## config.mk

```make
export PLATFORM = sky130hd
export DESIGN_NAME = htif_mem_arb
export DESIGN_NICKNAME = d
export VERILOG_FILES = /design/src/rtl/htif_mem_arb.sv
export SDC_FILE = /design/constraint.sdc
export NUM_CORES = 1
export LEC_CHECK = 0
export BUFFER_PORTS_ARGS = -buffer_cell sky130_fd_sc_hd__buf_2
export CAP_MARGIN = 40
export CORE_AREA = 5 5 429 431
export CTS_CLUSTER_DIAMETER = 200
export DETAILED_ROUTE_END_ITERATION = 10
export DIE_AREA = 0 0 434 436
export HOLD_SLACK_MARGIN = 0.1
export PLACE_DENSITY = 0.3
export SETUP_SLACK_MARGIN = 0.02
export SYNTH_ARGS = -nofsm -noshare
export SYNTH_HDL_FRONTEND = slang
export SYNTH_SLANG_ARGS = --single-unit
```

## constraint.sdc

```tcl
create_clock -name clk -period 4.6 [get_ports clk]
set_input_delay 0 -clock clk [delete_from_list [all_inputs] [get_ports clk]]
set_output_delay 0 -clock clk [all_outputs]
set_load 0.03 [all_outputs]
```

## src/rtl/htif_mem_arb.sv

```systemverilog
// Shares one memory request/response port between HTIF (requester 0) and core requesters.
// Round-robin arbitration with optional HTIF priority, per-requester read tracking, tag routing.
module htif_mem_arb #(
   parameter int unsigned NREQ         = 4,
   parameter int unsigned ID_BITS      = 2,
   parameter int unsigned REQ_TAG_BITS = 3,
   parameter int unsigned MAX_OUT      = 4
) (
   input  logic                            clk,
   input  logic                            rst_n,
   input  logic                            htif_prio,
   input  logic [NREQ-1:0]                 req_val,
   output logic [NREQ-1:0]                 req_rdy,
   input  logic [NREQ-1:0]                 req_op,
   input  logic [32*NREQ-1:0]              req_addr,
   input  logic [128*NREQ-1:0]             req_data,
   input  logic [REQ_TAG_BITS*NREQ-1:0]    req_tag,
   output logic                            mem_req_val,
   input  logic                            mem_req_rdy,
   output logic                            mem_req_op,
   output logic [31:0]                     mem_req_addr,
   output logic [127:0]                    mem_req_data,
   output logic [ID_BITS+REQ_TAG_BITS-1:0] mem_req_tag,
   input  logic                            mem_resp_val,
   input  logic [127:0]                    mem_resp_data,
   input  logic [ID_BITS+REQ_TAG_BITS-1:0] mem_resp_tag,
   output logic [NREQ-1:0]                 resp_val,
   output logic [127:0]                    resp_data,
   output logic [REQ_TAG_BITS-1:0]         resp_tag,
   output logic                            error
);

   localparam int unsigned TagBits = ID_BITS + REQ_TAG_BITS;
   localparam logic [2:0]  MaxOut  = 3'(MAX_OUT);

   logic                 full_q;
   logic                 op_q;
   logic [31:0]          addr_q;
   logic [127:0]         data_q;
   logic [TagBits-1:0]   tag_q;
   logic [ID_BITS-1:0]   rr_ptr_q, rr_ptr_d;
   logic [2:0]           outstanding_q [NREQ];
   logic [2:0]           outstanding_d [NREQ];
   logic                 error_q;

   logic [NREQ-1:0]      elig;
   logic                 win_any;
   logic [ID_BITS-1:0]   win;
   logic [ID_BITS-1:0]   scan_idx;
   logic                 can_accept, accept;
   logic [ID_BITS-1:0]   resp_id;
   logic                 id_valid, resp_ok;
   logic [NREQ-1:0]      cnt_inc, cnt_dec;

   // Writes never produce a response, so they bypass the outstanding limit.
   always_comb begin
      for (int i = 0; i < NREQ; i++) begin
         elig[i] = req_val[i] && (req_op[i] || (outstanding_q[i] < MaxOut));
      end
   end

   always_comb begin
      win_any  = 1'b0;
      win      = '0;
      scan_idx = '0;
      if (htif_prio && elig[0]) begin
         win_any = 1'b1;
      end else begin
         for (int unsigned k = 0; k < NREQ; k++) begin
            scan_idx = ID_BITS'((32'(rr_ptr_q) + k) % NREQ);
            if (!win_any && elig[scan_idx]) begin
               win_any = 1'b1;
               win     = scan_idx;
            end
         end
      end
   end

   assign can_accept = !full_q || mem_req_rdy;
   assign accept     = win_any && can_accept;
   assign rr_ptr_d   = (32'(win) == NREQ - 1) ? '0 : win + 1'b1;

   always_comb begin
      for (int i = 0; i < NREQ; i++) begin
         req_rdy[i] = accept && (win == ID_BITS'(i));
      end
   end

   assign resp_id  = mem_resp_tag[TagBits-1:REQ_TAG_BITS];
   assign id_valid = 32'(resp_id) < NREQ;
   assign resp_ok  = mem_resp_val && id_valid && (outstanding_q[resp_id] != '0);

   always_comb begin
      for (int i = 0; i < NREQ; i++) begin
         cnt_inc[i] = accept && !req_op[win] && (win == ID_BITS'(i));
         cnt_dec[i] = resp_ok && (resp_id == ID_BITS'(i));
         resp_val[i] = cnt_dec[i];
         unique case ({cnt_inc[i], cnt_dec[i]})
            2'b10:   outstanding_d[i] = outstanding_q[i] + 3'd1;
            2'b01:   outstanding_d[i] = outstanding_q[i] - 3'd1;
            default: outstanding_d[i] = outstanding_q[i];
         endcase
      end
   end

   always_ff @(posedge clk or negedge rst_n) begin
      if (!rst_n) begin
         full_q   <= 1'b0;
         op_q     <= 1'b0;
         addr_q   <= '0;
         data_q   <= '0;
         tag_q    <= '0;
         rr_ptr_q <= '0;
         error_q  <= 1'b0;
         for (int i = 0; i < NREQ; i++) outstanding_q[i] <= '0;
      end else begin
         full_q  <= accept || (full_q && !mem_req_rdy);
         error_q <= error_q || (mem_resp_val && !resp_ok);
         // Register only loads on accept, so a held request never changes.
         if (accept) begin
            op_q     <= req_op[win];
            addr_q   <= req_addr[win*32 +: 32];
            data_q   <= req_data[win*128 +: 128];
            tag_q    <= {win, req_tag[win*REQ_TAG_BITS +: REQ_TAG_BITS]};
            rr_ptr_q <= rr_ptr_d;
         end
         for (int i = 0; i < NREQ; i++) outstanding_q[i] <= outstanding_d[i];
      end
   end

   assign mem_req_val  = full_q;
   assign mem_req_op   = op_q;
   assign mem_req_addr = addr_q;
   assign mem_req_data = data_q;
   assign mem_req_tag  = tag_q;
   assign resp_data    = mem_resp_data;
   assign resp_tag     = mem_resp_tag[REQ_TAG_BITS-1:0];
   assign error        = error_q;

endmodule

```

==> flow_results.org, run 1 <==
** Outcome
- The flow ran to the end, and the final reports show no timing, DRC or antenna violations.

** Detailed routing
- Dividing the detail-routed wire length by the instance count gives 19.1 um.
- Number of DRC violations after detailed-routing iteration 0 :: a little over 600
- The first TritonRoute pass finished after 5 iterations.
- In this run the remaining antenna-violating nets after routing total 0.
- Via count :: about 15000
- The final layout contains routed wiring with a total length of a little over 90000 um.
- Drc violations :: 0
- Via/cell ratio :: roughly 3.1

** Hold path
- In this run the most critical hold path is launched from mem_resp_tag[3].
- Worst hold path cell count :: 5
- Hold-critical path endpoint :: outstanding_q[3]
- The tightest min-delay check is of the in -> reg type.

** Die
- In this run the standard cell core region covers roughly 180000 um2.
- The die is 436 um tall.
- In this run the horizontal extent of the chip is 434 um.
- The die covers 189000 um2.
- During I/O placement, the number of pins put on the boundary was about 1100.
- Placement row count :: approximately 160
- Once the floorplan was initialized, standard cells occupied under 10% of the core.

** Timing
- Setup skew after layout :: 0.0229 ns
- Final hold analysis gives a worst-case slack of slightly below 0.2 ns.
- Final worst-path cycle share :: between 90 and 100%
- In this run the tightest slew margin relative to its limit is between 40% and 50%.
- The number of slew-limit violations in the final report came to 0.
- Fin. Hold Viols :: 0
- Tightest Pin Transition :: 0.888 ns
- For the finished layout, the period the worst path requires is 4.25 ns.
- Setup violations remaining at the end of the flow were counted as 0.
- Setup repair after global routing left no endpoint under its margin.
- After routing, the total negative slack on setup checks comes to 0 ns.
- Maximum operating frequency :: 235 MHz

** Synth
- Post-synthesis instance total :: ~1200
- The mapped netlist covers about 13000 um2.
- Share of synthesized area spent on multiplexers :: a little over a quarter
- Net count after synthesis :: ~2000
- Top FF cell, synth :: sky130_fd_sc_hd__dfrtp_1
- The synthesized design spends more area on one cell type than any other, namely sky130_fd_sc_hd__dfrtp_1.
- Count of flip-flops with a built-in enable after synthesis :: 0
- Async S/R FF share, synth :: 100%
- After Yosys synthesis, full adders, half adders and majority gates account for 1.42% of the synthesized area.
- By area the synthesized netlist is led by sky130_fd_sc_hd__dfrtp_1, sky130_fd_sc_hd__mux2i_1, sky130_fd_sc_hd__o221ai_2, sky130_fd_sc_hd__buf_4, sky130_fd_sc_hd__o221ai_1.
- A synthesized cell averages about 11 um2.
- Fraction of synthesized cell area taken by the top area cell type :: between 30 and 40%
- Distinct cells, synth :: 45
- Dominant combinational cell family by area after synthesis :: multiplexers
- Flops & latches, synth :: 182
- The share of the Yosys chip area taken by registers is 35.9%.
- Summing the areas of all compound-gate instances in the mapped netlist gives around 16% of the synthesized area.
- Of the total synthesized cell area, the portion taken by XOR and XNOR cells is 0.828%.
- Yosys synthesis warning count :: 0
- Post-synthesis share of cell area spent on and, or, nand and nor gates :: 6.63%

** Place
- The count of buffers added on input and output ports is 842.
- Weighted congestion reported at the end of routability-driven placement :: around 0.8
- Estimated wirelength of the detail-placed design :: about 73000 um
- Placed Cells :: about 4200

** Layout
- After the flow finishes, the layout carries non-filler instances totaling around 5000.
- Nets@finish :: around 3300
- Leading cell types in the layout, fill and taps excluded :: sky130_fd_sc_hd__buf_2, sky130_fd_sc_hd__dlygate4sd3_1, sky130_fd_sc_hd__mux2i_1
- Share of final-layout standard cells stronger than drive strength 1 :: between 30% and 40%
- Area growth from synthesis to final layout :: 101%
- The library cell used most frequently in the layout, excluding fill and tap cells, is sky130_fd_sc_hd__buf_2.
- Fillers :: around 20000

** Worst setup path
- Data on the critical path arrives at its endpoint at ~4.7 ns.
- The worst setup path is launched from a flip-flop.
- For flop-to-flop paths, the worst setup slack is around 0.35 ns.
- The critical path in this run is classified as reg -> reg.
- In this run the critical register-to-register path is captured at mem_req_data[126].
- STA puts the critical path data required time at approximately 5 ns.
- Of all nets on the critical path, the largest fanout is around 100.
- The worst register-to-register path begins at rr_ptr_q[1].
- Worst reg2reg path depth :: 9
- Critical path capture point type :: flip-flop

** Power
- Reported net switching power :: 6120 uW
- Leakage power :: ~0.011 uW
- Of the total power, the share spent switching nets is about 47%.
- Per report_power, the sequential group accounts for 22.2% of the total.
- Per report_power, the combinational group accounts for about two thirds of the total.
- The share of total power dissipated in the clock network is approximately an eighth.
- Power spread over the standard cell area amounts to roughly 510 nW/um2.
- Internal power comes to roughly 7000 uW.
- Across the VDD grid, the largest voltage drop is 0.000307 V.
- The design draws around 13000 uW.

** Job
- Max cap viols :: 0

** GRT
- Antenna violations before repair :: between 70 and 80
- Entering global routing, the biggest net connects roughly 100 pins.
- Overflow left after global routing :: 0
- GRT Util Overall :: 9.39%
- First-pass GRT wire length :: between 100000 and 150000 um
- Number of global-route vias before repair :: approximately 16000

** CTS
- Clock root buffer :: sky130_fd_sc_hd__clkbuf_16
- Clock tree from TritonCTS :: built
- Clk slew on worst S/H paths :: 0.09 ns
- Number of clock sinks seen by CTS :: 182
- Post-CTS repair changed the size of 0 cells.
- The longest clock path from root to sink contains 2 buffers.
- Maximum level of the CTS H-tree :: 4
- Clock tree synthesis inserted a total of 17 buffers.
- The clock reaches the later pin of the worst-skew pair after between 0.5 and 0.6 ns.
## logic make-up after synthesis
family	count (synthesis)
AO/OA/AOI/OAI	186
XOR/XNOR	12
adder cells (fa/ha/maj)	12
buffers and inverters	241
flip-flops	182
multiplexers	333
AND/OR/NAND/NOR	206
## final cells by class
class / instances / area, um2 / area share (%)
Antenna cell: 28 / 70.1 / 0.274
Clock buffer: 17 / 425 / 1.66
Inverter: 18 / 67.6 / 0.264
Multi-Input combinational cell: 749 / 6560 / 25.6
Tap cell: 2370 / 2970 / 11.6
Sequential cell: 182 / 4550 / 17.8
Timing Repair Buffer: 1489 / 10800 / 42.2
Clock inverter: 15 / 136 / 0.533
## worst max-delay path by stage
| stage | start | end | slack [ns] | cells past startpoint |
|---|---|---|---|---|
| after global placement | rr_ptr_q[1] | outstanding_q[5] | 1.31 | 13 |
| after CTS | rr_ptr_q[1] | mem_req_data[102] | 0.37 | 9 |
| after detailed placement | rr_ptr_q[1] | outstanding_q[5] | 1.32 | 13 |
| after global routing | rr_ptr_q[1] | mem_req_data[102] | 0.19 | 9 |
| after floorplan | rr_ptr_q[0] | outstanding_q[2] | 1.61 | 15 |
| final | rr_ptr_q[1] | mem_req_data[126] | 0.35 | 9 |
## repair_timing
item / in CTS / in global routing
buffers inserted: 0 / 0
endpoints found under the hold margin: 482 / 0
hold buffers: 627 / 0
## critical path, stage by stage (launching register included)
cell                            delay [ns]
sky130_fd_sc_hd__dfrtp_1              0.46
sky130_fd_sc_hd__nand2b_1             0.20
sky130_fd_sc_hd__a32oi_1              0.23
sky130_fd_sc_hd__o211a_4              0.36
sky130_fd_sc_hd__buf_12               0.53
sky130_fd_sc_hd__buf_4                0.60
sky130_fd_sc_hd__mux2i_1              0.25
sky130_fd_sc_hd__dlygate4sd3_1        0.59
sky130_fd_sc_hd__o221ai_2             0.10
sky130_fd_sc_hd__dlygate4sd3_1        0.59
## through the flow
step	util (%)	setup WS, ns	cell area (um2)
6_report	14.2	0.349	25600
5_1_grt	14.2	0.186	25500
4_1_cts	14.2	0.367	25500
3_5_place_dp	10.4	1.32	18700
3_3_place_gp	10.4	1.31	18600
2_1_floorplan	-	1.61	12700
## metal layers
layer	vias to the layer above	track usage [%]	part of all wire, %
li1	6843	-	-
met1	7347	9.64	35
met2	694	16.3	50
met3	141	4.63	11
met4	50	3.80	3.8
met5	-	0	0.38
## flip-flops by register name (all words and copies together) (netlist names)
| signal | count |
|---|---|
| error | 1 |
| mem_req_val | 1 |
| rr_ptr_q | 2 |
| mem_req_data | 128 |
| mem_req_op | 1 |
| mem_req_tag | 5 |
| mem_req_addr | 32 |
| outstanding_q | 12 |
## synth_stat cells (all sizes together), types with 2 or more instances
cell type,number
nor2b,3
nand2b,11
clkbuf,17
o211ai,2
xnor2,4
nor2,6
buf,206
a21o,2
nand2,175
o221ai,163
a21boi,2
o21ai,3
a31oi,3
mux2i,332
o311ai,2
inv,18
xor2,8
and2,4
ha,8
fa,4
dfrtp,182
## power groups by stage
stage	clock, uW	sequential, uW	combinational [uW]
after floorplan	0	4220	3220
after global placement	0	2920	6620
after detailed placement	0	2910	6620
after CTS	1780	2890	8570
after global routing	1820	2990	9040
final	1640	2880	8480
(Power assumes the default switching activity.)
==> run 2: changes to the inputs <==
--- a/config.mk
+++ b/config.mk
@@ -7,10 +7,12 @@
 export LEC_CHECK = 0
 export BUFFER_PORTS_ARGS = -buffer_cell sky130_fd_sc_hd__buf_2
 export CAP_MARGIN = 40
-export CORE_AREA = 5 5 429 431
+export CELL_PAD_IN_SITES_DETAIL_PLACEMENT = 1
+export CELL_PAD_IN_SITES_GLOBAL_PLACEMENT = 1
+export CORE_AREA = 5 5 432 434
 export CTS_CLUSTER_DIAMETER = 200
 export DETAILED_ROUTE_END_ITERATION = 10
-export DIE_AREA = 0 0 434 436
+export DIE_AREA = 0 0 437 439
 export HOLD_SLACK_MARGIN = 0.1
 export PLACE_DENSITY = 0.3
 export SETUP_SLACK_MARGIN = 0.02
==> run 2 against run 1 <==
Against the previous run:
- sequential cell count unchanged
- worst hold slack worse by 0.034 ns
- worst setup slack better by 0.086 ns
- highest routed layer unchanged
- via count down 0.85%
- global-route usage up 0.31 points
- first-iteration DRC count down 22%
- largest power group unchanged
- clock skew down 0.0026 ns
- register-to-register slack better by 0.09 ns
- sequential share of layout area about the same
- clock power up 4%
- final cell count up 0.16%
- die area up 1.4%
==> flow_results.org, run 2 (synthesis gave the netlist of run 1 again) <==
** Timing
- Final worst-path cycle share :: approximately nine tenths
- Number of pins exceeding their max-slew limit in the final report :: 0
- Maximum operating frequency :: 240 MHz
- Setup skew after layout :: about 0.020 ns
- Time the final worst path needs with I/O delays and setup :: between 4 and 5 ns
- Count of final setup violators :: 0
- Setup repair after global routing left no endpoint under its margin.
- For the final routed database, the setup TNS stands at 0 ns.
- Fin. Hold Viols :: 0
- At the pin with the least slew margin, the transition time is 1.10 ns.
- Worst max-slew margin expressed relative to the limit :: between 20 and 30%

** Power
- Comb pwr share :: between 60% and 70%
- Leakage power :: about 0.011 uW
- The share of total power dissipated in the clock network is around an eighth.
- Sequential Power Share :: 21.6%
- In this run switching power makes up 47.2% of total power.
- Maximum vdd ir drop :: between 0.0003 and 0.0004 V
- Cell Int Power :: between 6000 and 7000 uW
- Power spread over the standard cell area amounts to between 500 and 600 nW/um2.
- Reported net switching power :: between 6000 and 7000 uW

** Hold path
- Path class of the lowest-slack min-delay path :: in -> reg
- The startpoint identified for the worst hold timing path is req_op[1].
- Worst hold path cell count :: 4
- Hold-critical path endpoint :: mem_req_op

** Outcome
- The run finished with clean final reports.

** Detailed routing
- Across all layers, the routed design uses around 15000 vias.
- The routed design has 97800 um of wire.
- The first detailed-routing pass ran for 5 iterations.
- In the final routed layout, each cell accounts on average for 20.0 um.
- The count of nets left with antenna violations once routing finished came out at 0.
- Via/cell ratio :: 3.07
- Number of DRC violations after detailed-routing iteration 0 :: around 480
- In the routed design, unresolved DRC markers number 0.

** Place
- Estimated wirelength of the detail-placed design :: roughly 76000 um
- Number of input and output port buffers inserted :: around 840
- Weighted congestion reported at the end of routability-driven placement :: between 0.7 and 0.8
- After detailed placement, the total cell area comes to around 19000 um2.

** Worst setup path
- Worst reg2reg path depth :: 9
- Data required, critical path :: ~5 ns
- At the worst endpoint, the arrival time is between 4 and 5 ns.
- The worst setup path is launched from a flip-flop.
- Critical R2R Capture :: mem_req_data[90]
- In this run the critical register-to-register path is launched from rr_ptr_q[1].
- Along the worst path, the maximum fanout reaches 57.
- Critical path capture point type :: flip-flop
- The critical path in this run is classified as reg -> reg.
- Worst R2R Setup Slack :: 0.43 ns

** GRT
- GRT Util Overall :: 9.70%
- Overflow left after global routing :: 0
- Pin count of the biggest net entering global routing :: between 100 and 150
- The number of global-route vias before repair is between 15000 and 20000.
- Antenna violations before repair :: 72
- First-pass GRT wire length :: approximately 130000 um

** CTS
- Clock tree synthesis selected as its root buffer the cell sky130_fd_sc_hd__clkbuf_16.
- Clock tree synthesis inserted a total of 17 buffers.
- Once the clock tree was built, the resizer swapped 0 gates to a different size.
- Clock Path Buffers :: 2
- After clock tree synthesis, the clock-pin slew on the worst setup and hold paths is around 0.090 ns.
- Maximum level of the CTS H-tree :: 4
- Number of clock sinks seen by CTS :: approximately 180
- Clock tree from TritonCTS :: built
- Insertion delay of the later-clocked pin in the worst-skew pair :: 0.55 ns

** Layout
- From synthesis to final layout, the design area changed by 102%.
- Register Area :: between 4000 and 5000 um2
- Nets@finish :: approximately 3300
- The register with the most flip-flops in the layout has about 130 of them.
- The finished cells cover 25600 um2.
- Share of final-layout standard cells stronger than drive strength 1 :: roughly two fifths
- Leaving out fill and tap cells, the most frequent cells in the layout are sky130_fd_sc_hd__buf_2, sky130_fd_sc_hd__dlygate4sd3_1, sky130_fd_sc_hd__mux2i_1.
- After filler insertion, the fill cell instance count of the layout stands at around 21000.
- Leaving out fill and tap cells, the most frequent cell in the layout is sky130_fd_sc_hd__buf_2.
- In the final layout, the multi-input gates occupy between 6000 and 7000 um2.

** Die
- The floorplan step set the die height to roughly 440 um.
- From left edge to right edge, the die measures 437 um.
- Starting density of the core :: under 10%
- The floorplan step defined a die boundary enclosing roughly 190000 um2.
- Placement row count :: ~160
- IO Count :: approximately 1100
- Area of the core :: approximately 180000 um2

** Job
- Max cap viols :: 0
run 2: cell types whose count changed in the layout (fill, tap and decap cells not counted), sizes merged:
cell	before	now
diode	28	19
inv	27	25
clkinvlp	1	2
bufinv	0	1
clkinv	5	4
dlygate4sd3	626	628
clkbuf	17	18
run 2: what timing repair did:
item / CTS / global route
hold endpoints to repair: 448 / 0
setup buffers: 0 / 0
hold buffers: 629 / 0
run 2: per-stage QoR:
stage | std cells | power [uW] | worst slack (ns) | hold WS, ns | utilization [%]
3_5_place_dp | 4196 | 9690 | 1.11 | 0.000205 | 10.2
2_1_floorplan | 1172 | 7440 | 1.61 | -0.296 | -
4_1_cts | 4857 | 13500 | 0.422 | 0.109 | 14.0
3_3_place_gp | 4195 | 9730 | 1.07 | 0.000205 | 10.2
6_report | 4876 | 13200 | 0.435 | 0.158 | 14.1
5_1_grt | 4861 | 14100 | 0.195 | 0.187 | 14.0
run 2: cell type report:
type / instances / area share [%]
repair buffers: 1491 / 42.2
flip-flops and latches: 182 / 17.8
clock inverters: 14 / 0.615
well taps: 2385 / 11.6
inverters: 18 / 0.264
diodes: 19 / 0.186
clock buffers: 18 / 1.71
multi-input cells: 749 / 25.6
run 2: critical path, stage by stage (launching register included):
cell and delay [ns]:
sky130_fd_sc_hd__dfrtp_1 0.46, sky130_fd_sc_hd__nand2b_1 0.21, sky130_fd_sc_hd__a32oi_1 0.23, sky130_fd_sc_hd__o211a_4 0.57, sky130_fd_sc_hd__buf_4 0.46, sky130_fd_sc_hd__buf_12 0.37
sky130_fd_sc_hd__mux2i_1 0.26, sky130_fd_sc_hd__dlygate4sd3_1 0.59, sky130_fd_sc_hd__o221ai_2 0.10, sky130_fd_sc_hd__dlygate4sd3_1 0.58
run 2: metal layers:
metal / wire [um] / GRT usage [%] / vias up / part of all wire, %
met2: 51100 / 17.6 / 569 / 52
li1: - / - / 6835 / -
met5: 207 / 0 / - / 0.21
met1: 38600 / 11.2 / 7382 / 39
met3: 6510 / 3.05 / 127 / 6.7
met4: 1310 / 1.84 / 34 / 1.3
run 2: worst max-delay path by stage:
stage	startpoint	to	slack [ns]	cells past startpoint
2_1_floorplan	rr_ptr_q[0]	outstanding_q[2]	1.61	15
3_3_place_gp	rr_ptr_q[1]	outstanding_q[8]	1.07	13
3_5_place_dp	rr_ptr_q[1]	outstanding_q[8]	1.11	13
4_1_cts	rr_ptr_q[1]	mem_req_data[105]	0.42	9
5_1_grt	rr_ptr_q[1]	mem_req_data[78]	0.19	9
6_report	rr_ptr_q[1]	mem_req_data[90]	0.43	9
run 2: power groups by stage:
stage / clock, uW / sequential [uW] / combinational, uW
final: 1710 / 2850 / 8620
after detailed placement: 0 / 2880 / 6800
after CTS: 1880 / 2860 / 8750
after global placement: 0 / 2870 / 6850
after global routing: 1910 / 2950 / 9200
after floorplan: 0 / 4220 / 3220
==> run 3: changes to the inputs <==
--- a/config.mk
+++ b/config.mk
@@ -5,16 +5,17 @@
 export SDC_FILE = /design/constraint.sdc
 export NUM_CORES = 1
 export LEC_CHECK = 0
+export ABC_AREA = 1
 export BUFFER_PORTS_ARGS = -buffer_cell sky130_fd_sc_hd__buf_2
 export CAP_MARGIN = 40
 export CELL_PAD_IN_SITES_DETAIL_PLACEMENT = 1
 export CELL_PAD_IN_SITES_GLOBAL_PLACEMENT = 1
-export CORE_AREA = 5 5 432 434
+export CORE_AREA = 5 5 423 425
 export CTS_CLUSTER_DIAMETER = 200
 export DETAILED_ROUTE_END_ITERATION = 10
-export DIE_AREA = 0 0 437 439
+export DIE_AREA = 0 0 428 430
 export HOLD_SLACK_MARGIN = 0.1
-export PLACE_DENSITY = 0.3
+export PLACE_DENSITY = 0.35
 export SETUP_SLACK_MARGIN = 0.02
 export SYNTH_ARGS = -nofsm -noshare
 export SYNTH_HDL_FRONTEND = slang
==> constraint.sdc (replaced) <==
create_clock -name clk -period 3.5 [get_ports clk]
set_input_delay 0 -clock clk [delete_from_list [all_inputs] [get_ports clk]]
set_output_delay 0 -clock clk [all_outputs]
set_load 0.03 [all_outputs]
==> run 3 against run 2 <==
Against the previous run:
- critical path depth up 8
- core utilization up 2.2 points
- clock-buffer cell count up 1
- synthesized area up 8.5%
- maximum frequency up 24%
- via count up 39%
- first-iteration DRC count up 120%
- global-route usage up 3.5 points
- total power up 120%
- largest power group unchanged
- worst hold slack worse by 0.054 ns
- synthesized cell count up 92%
==> flow_results.org, run 3 <==
** Hold path
- The min-delay analysis places its worst path in the category in -> reg.
- Worst hold start :: req_data[397]

** Die
- IO Count :: 1105
- Area of the core :: approximately 170000 um2
- From left edge to right edge, the die measures around 430 um.
- The floorplan step defined a die boundary enclosing 184000 um2.
- The die is around 430 um tall.
- Row generation in the floorplan step produced about 150 rows.
- The initial utilization of the core area, before any placement, comes to just under 8%.

** Detailed routing
- Overall routed net length :: about 130000 um
- Via/cell ratio :: about 3.4
- In this run, the number of DRC markers left after iteration 0 of detailed routing was 1039.
- The detail route stage leaves a number of antenna-violating nets equal to 0.
- Drc violations :: 0
- Average detailed-routed wire length per instance :: approximately 21 um
- Via count :: 20800
- The first detailed-routing pass ran for 5 iterations.

** GRT
- Antenna violations before repair :: 54
- The number of global-route vias before repair is roughly 23000.
- Entering global routing, the biggest net connects roughly 160 pins.
- For this run, the total global-route usage over all layers was measured as 13.2%.
- The first global-routing pass estimated around 170000 um of wire.
- Global routing finished with a remaining overflow of 0.

** Place
- Once detailed placement completed, the half-perimeter wirelength came to approximately 95000 um.
- Summing all placed instances gives a cell area of roughly 20000 um2.
- Placed Cells :: 5191
- The congestion estimate from routability-driven global placement came to about 0.83.
- Number of input and output port buffers inserted :: roughly 840

** Timing
- Count of final setup violators :: 0
- Setup repair after global routing left no endpoint under its margin.
- Time the final worst path needs with I/O delays and setup :: 3.35 ns
- The final hold violation count came to 0.
- Final worst-path cycle share :: between 90% and 100%
- For the pin with the worst max-slew slack, the measured transition is 0.854 ns.
- The worst pin sits at a relative slew slack of about 43%.
- Between clock sinks in the finished design, the worst skew comes to between 0.015 and 0.02 ns.
- Final-layout setup total negative slack :: 0 ns
- Maximum operating frequency :: between 200 and 300 MHz
- Number of pins exceeding their max-slew limit in the final report :: 0

** Synth
- After synthesis the netlist holds a flip-flop and latch count of approximately 180.
- The synthesized design devotes to its leading area cell type around 37% of total area.
- Sequential elements use 33.1% of the synthesized area.
- Among all cell types in the netlist, the one instantiated most often is sky130_fd_sc_hd__nand2_1.
- Count of flip-flops with a built-in enable after synthesis :: 0
- After synthesis, the netlist uses 30 different library cells.
- Post-synthesis instance total :: roughly 2300
- Dividing the synthesized area by the synthesized cell count gives 6.11 um2.
- Net count after synthesis :: between 3000 and 4000
- Top FF cell, synth :: sky130_fd_sc_hd__dfrtp_1
- In this run the cell area of the synthesized design comes to around 14000 um2.
- Largest cells by area after synthesis :: sky130_fd_sc_hd__nand2_1, sky130_fd_sc_hd__dfrtp_1, sky130_fd_sc_hd__nand3_1, sky130_fd_sc_hd__buf_4, sky130_fd_sc_hd__buf_2
- In the synthesized netlist the async set-or-reset flop fraction comes to between 90% and 100%.
- The Yosys step of the flow raised 0 warnings.
- Top cells by instance count after synthesis :: sky130_fd_sc_hd__nand2_1, sky130_fd_sc_hd__nand3_1, sky130_fd_sc_hd__dfrtp_1
- Of all cell types, the one taking the most synthesized area is sky130_fd_sc_hd__nand2_1.

** CTS
- Maximum level of the CTS H-tree :: 4
- Clock Path Buffers :: 2
- Counting every sink on the clock net gives about 180.
- For the worst-skew pair, the clock arrives at the later sink with an insertion delay of 0.52 ns.
- CTS placed an instance of sky130_fd_sc_hd__clkbuf_16 at the clock tree root.
- Clock-pin slew was measured on the worst setup and hold paths at ~0.090 ns.
- Counting the buffers created by CTS gives 17.
- TritonCTS built the clock tree.

** Power
- Summed over all nets, the switching power comes to 16200 uW.
- Net switching is a little under three fifths of the power.
- Relative contribution of the clock network to total power :: 7.9%
- Leakage power :: 0.0143 uW
- Cell Int Power :: about 12000 uW
- Power density over the cells :: ~1000 nW/um2
- Maximum vdd ir drop :: slightly above 0.0006 V
- Sequential Power Share :: 13.8%
- Comb pwr share :: around four fifths

** Layout
- Number of flip-flops under the largest register name :: approximately 130
- Leaving out fill and tap cells, the most frequent cells in the layout are sky130_fd_sc_hd__nand2_1, sky130_fd_sc_hd__buf_2, sky130_fd_sc_hd__dlygate4sd3_1.
- Commonest non-fill, non-tap cell in the layout :: sky130_fd_sc_hd__nand2_1
- Once layout is done, the placed cells without fillers occupy between 20000 and 30000 um2.
- Of the cells placed in the final design, the portion with a size suffix greater than 1 is 25.5%.
- After the last flow step, the layout net total stands at 4478.
- Number of standard cells in the final layout excluding fillers :: 6049
- Area growth from synthesis to final layout :: 106%

** Outcome
- The run finished with clean final reports.

** Worst setup path
- CP Launch Point :: rr_ptr_q[0]
- Critical Setup Path Class :: reg -> reg
- CP Launch Type :: flip-flop
- Maximum fanout along the worst path :: 83
- Crit path DAT :: about 3.8 ns
- Launch point of the worst reg-to-reg path :: rr_ptr_q[0]
- Critical path capture point type :: flip-flop
- Data required, critical path :: between 3 and 4 ns

** Job
- Max cap viols :: 0
## run 3: worst max-delay path: stages, from the launching register on
cell and delay [ns]:
sky130_fd_sc_hd__dfrtp_1 0.41, sky130_fd_sc_hd__inv_2 0.13, sky130_fd_sc_hd__nand2_1 0.08, sky130_fd_sc_hd__nand2_2 0.10, sky130_fd_sc_hd__inv_2 0.04, sky130_fd_sc_hd__nand3_1 0.07
sky130_fd_sc_hd__nand2_2 0.10, sky130_fd_sc_hd__nand2_1 0.11, sky130_fd_sc_hd__nand3_1 0.17, sky130_fd_sc_hd__nand2_8 0.13, sky130_fd_sc_hd__nand2_8 0.11, sky130_fd_sc_hd__inv_6 0.11
sky130_fd_sc_hd__buf_16 0.21, sky130_fd_sc_hd__nand2_1 0.33, sky130_fd_sc_hd__nand2_1 0.12, sky130_fd_sc_hd__dlygate4sd3_1 0.55, sky130_fd_sc_hd__nand2_1 0.05, sky130_fd_sc_hd__nand3_1 0.07
## run 3: cell type report
type                            instances  area [um2]
Timing Repair Buffer                 1670       12700
Tap cell                             2340        2930
Clock inverter                         11         126
Inverter                               33         129
Sequential cell                       182        4560
Multi-Input combinational cell       1764        7410
Fill cell                           21500      147000
Antenna cell                           30        75.1
Clock buffer                           19         443
## run 3: path summary, 6_finish.rpt
path / endpoint / slack, ns / depth (start not counted)
worst max-delay path: mem_req_data[79] / 0.15 / 17
worst min-delay path: mem_req_data[13] / 0.10 / 5
worst max register to register: mem_req_data[79] / 0.15 / 17
worst min register to register: outstanding_q[0] / 0.49 / 1
max in group asynchronous: mem_req_data[74] / 2.91 / 3
min in group asynchronous: mem_req_data[100] / 0.18 / 3
## run 3: kinds of logic (layout without fill, tap and decap cells)
kind of cell	after synthesis	after routing	share of synthesized area, %
compound gates	22	22	0.954
xor+xnor	8	8	0.509
fa+ha+maj	12	12	1.31
buf+inv	308	1733	13.7
flops	182	182	33.1
other cells	0	30	0
simple gates	1722	1722	50.4
## run 3: metal layers
| metal | part of all wire, % | vias to the layer above | global-route usage [%] | routed length, um |
|---|---|---|---|---|
| met2 | 50 | 654 | 23.0 | 64700 |
| met1 | 42 | 10300 | 15.7 | 54500 |
| met3 | 5.4 | 140 | 3.50 | 7020 |
| li1 | - | 9744 | - | - |
| met4 | 2.6 | 20 | 4.08 | 3380 |
| met5 | 0.094 | - | 0 | 122 |
## run 3: what timing repair did
item / CTS / global route
resized for setup: 0 / 26
hold buffers: 787 / 0
setup buffers: 0 / 7
hold endpoints to repair: 479 / 0
endpoints found under the setup margin: 0 / 106
## run 3: power groups by stage
stage	clock, uW	combinational, uW	sequential (uW)
after floorplan	0	9510	5590
after global placement	0	18000	3940
after detailed placement	0	18000	3930
after CTS	2420	21700	3920
after global routing	2450	24300	4040
final	2240	22200	3910
## run 3: metrics by stage
step           hold WS, ns  power, uW  worst slack, ns  utilization, %
5_1_grt              0.134      30700           0.0252            16.2
3_3_place_gp      0.000205      21900            0.390            11.2
6_report             0.105      28300            0.153            16.2
4_1_cts              0.106      28000           0.0377            16.0
3_5_place_dp      0.000205      21900            0.362            11.2
2_1_floorplan       -0.296      15100            0.581               -
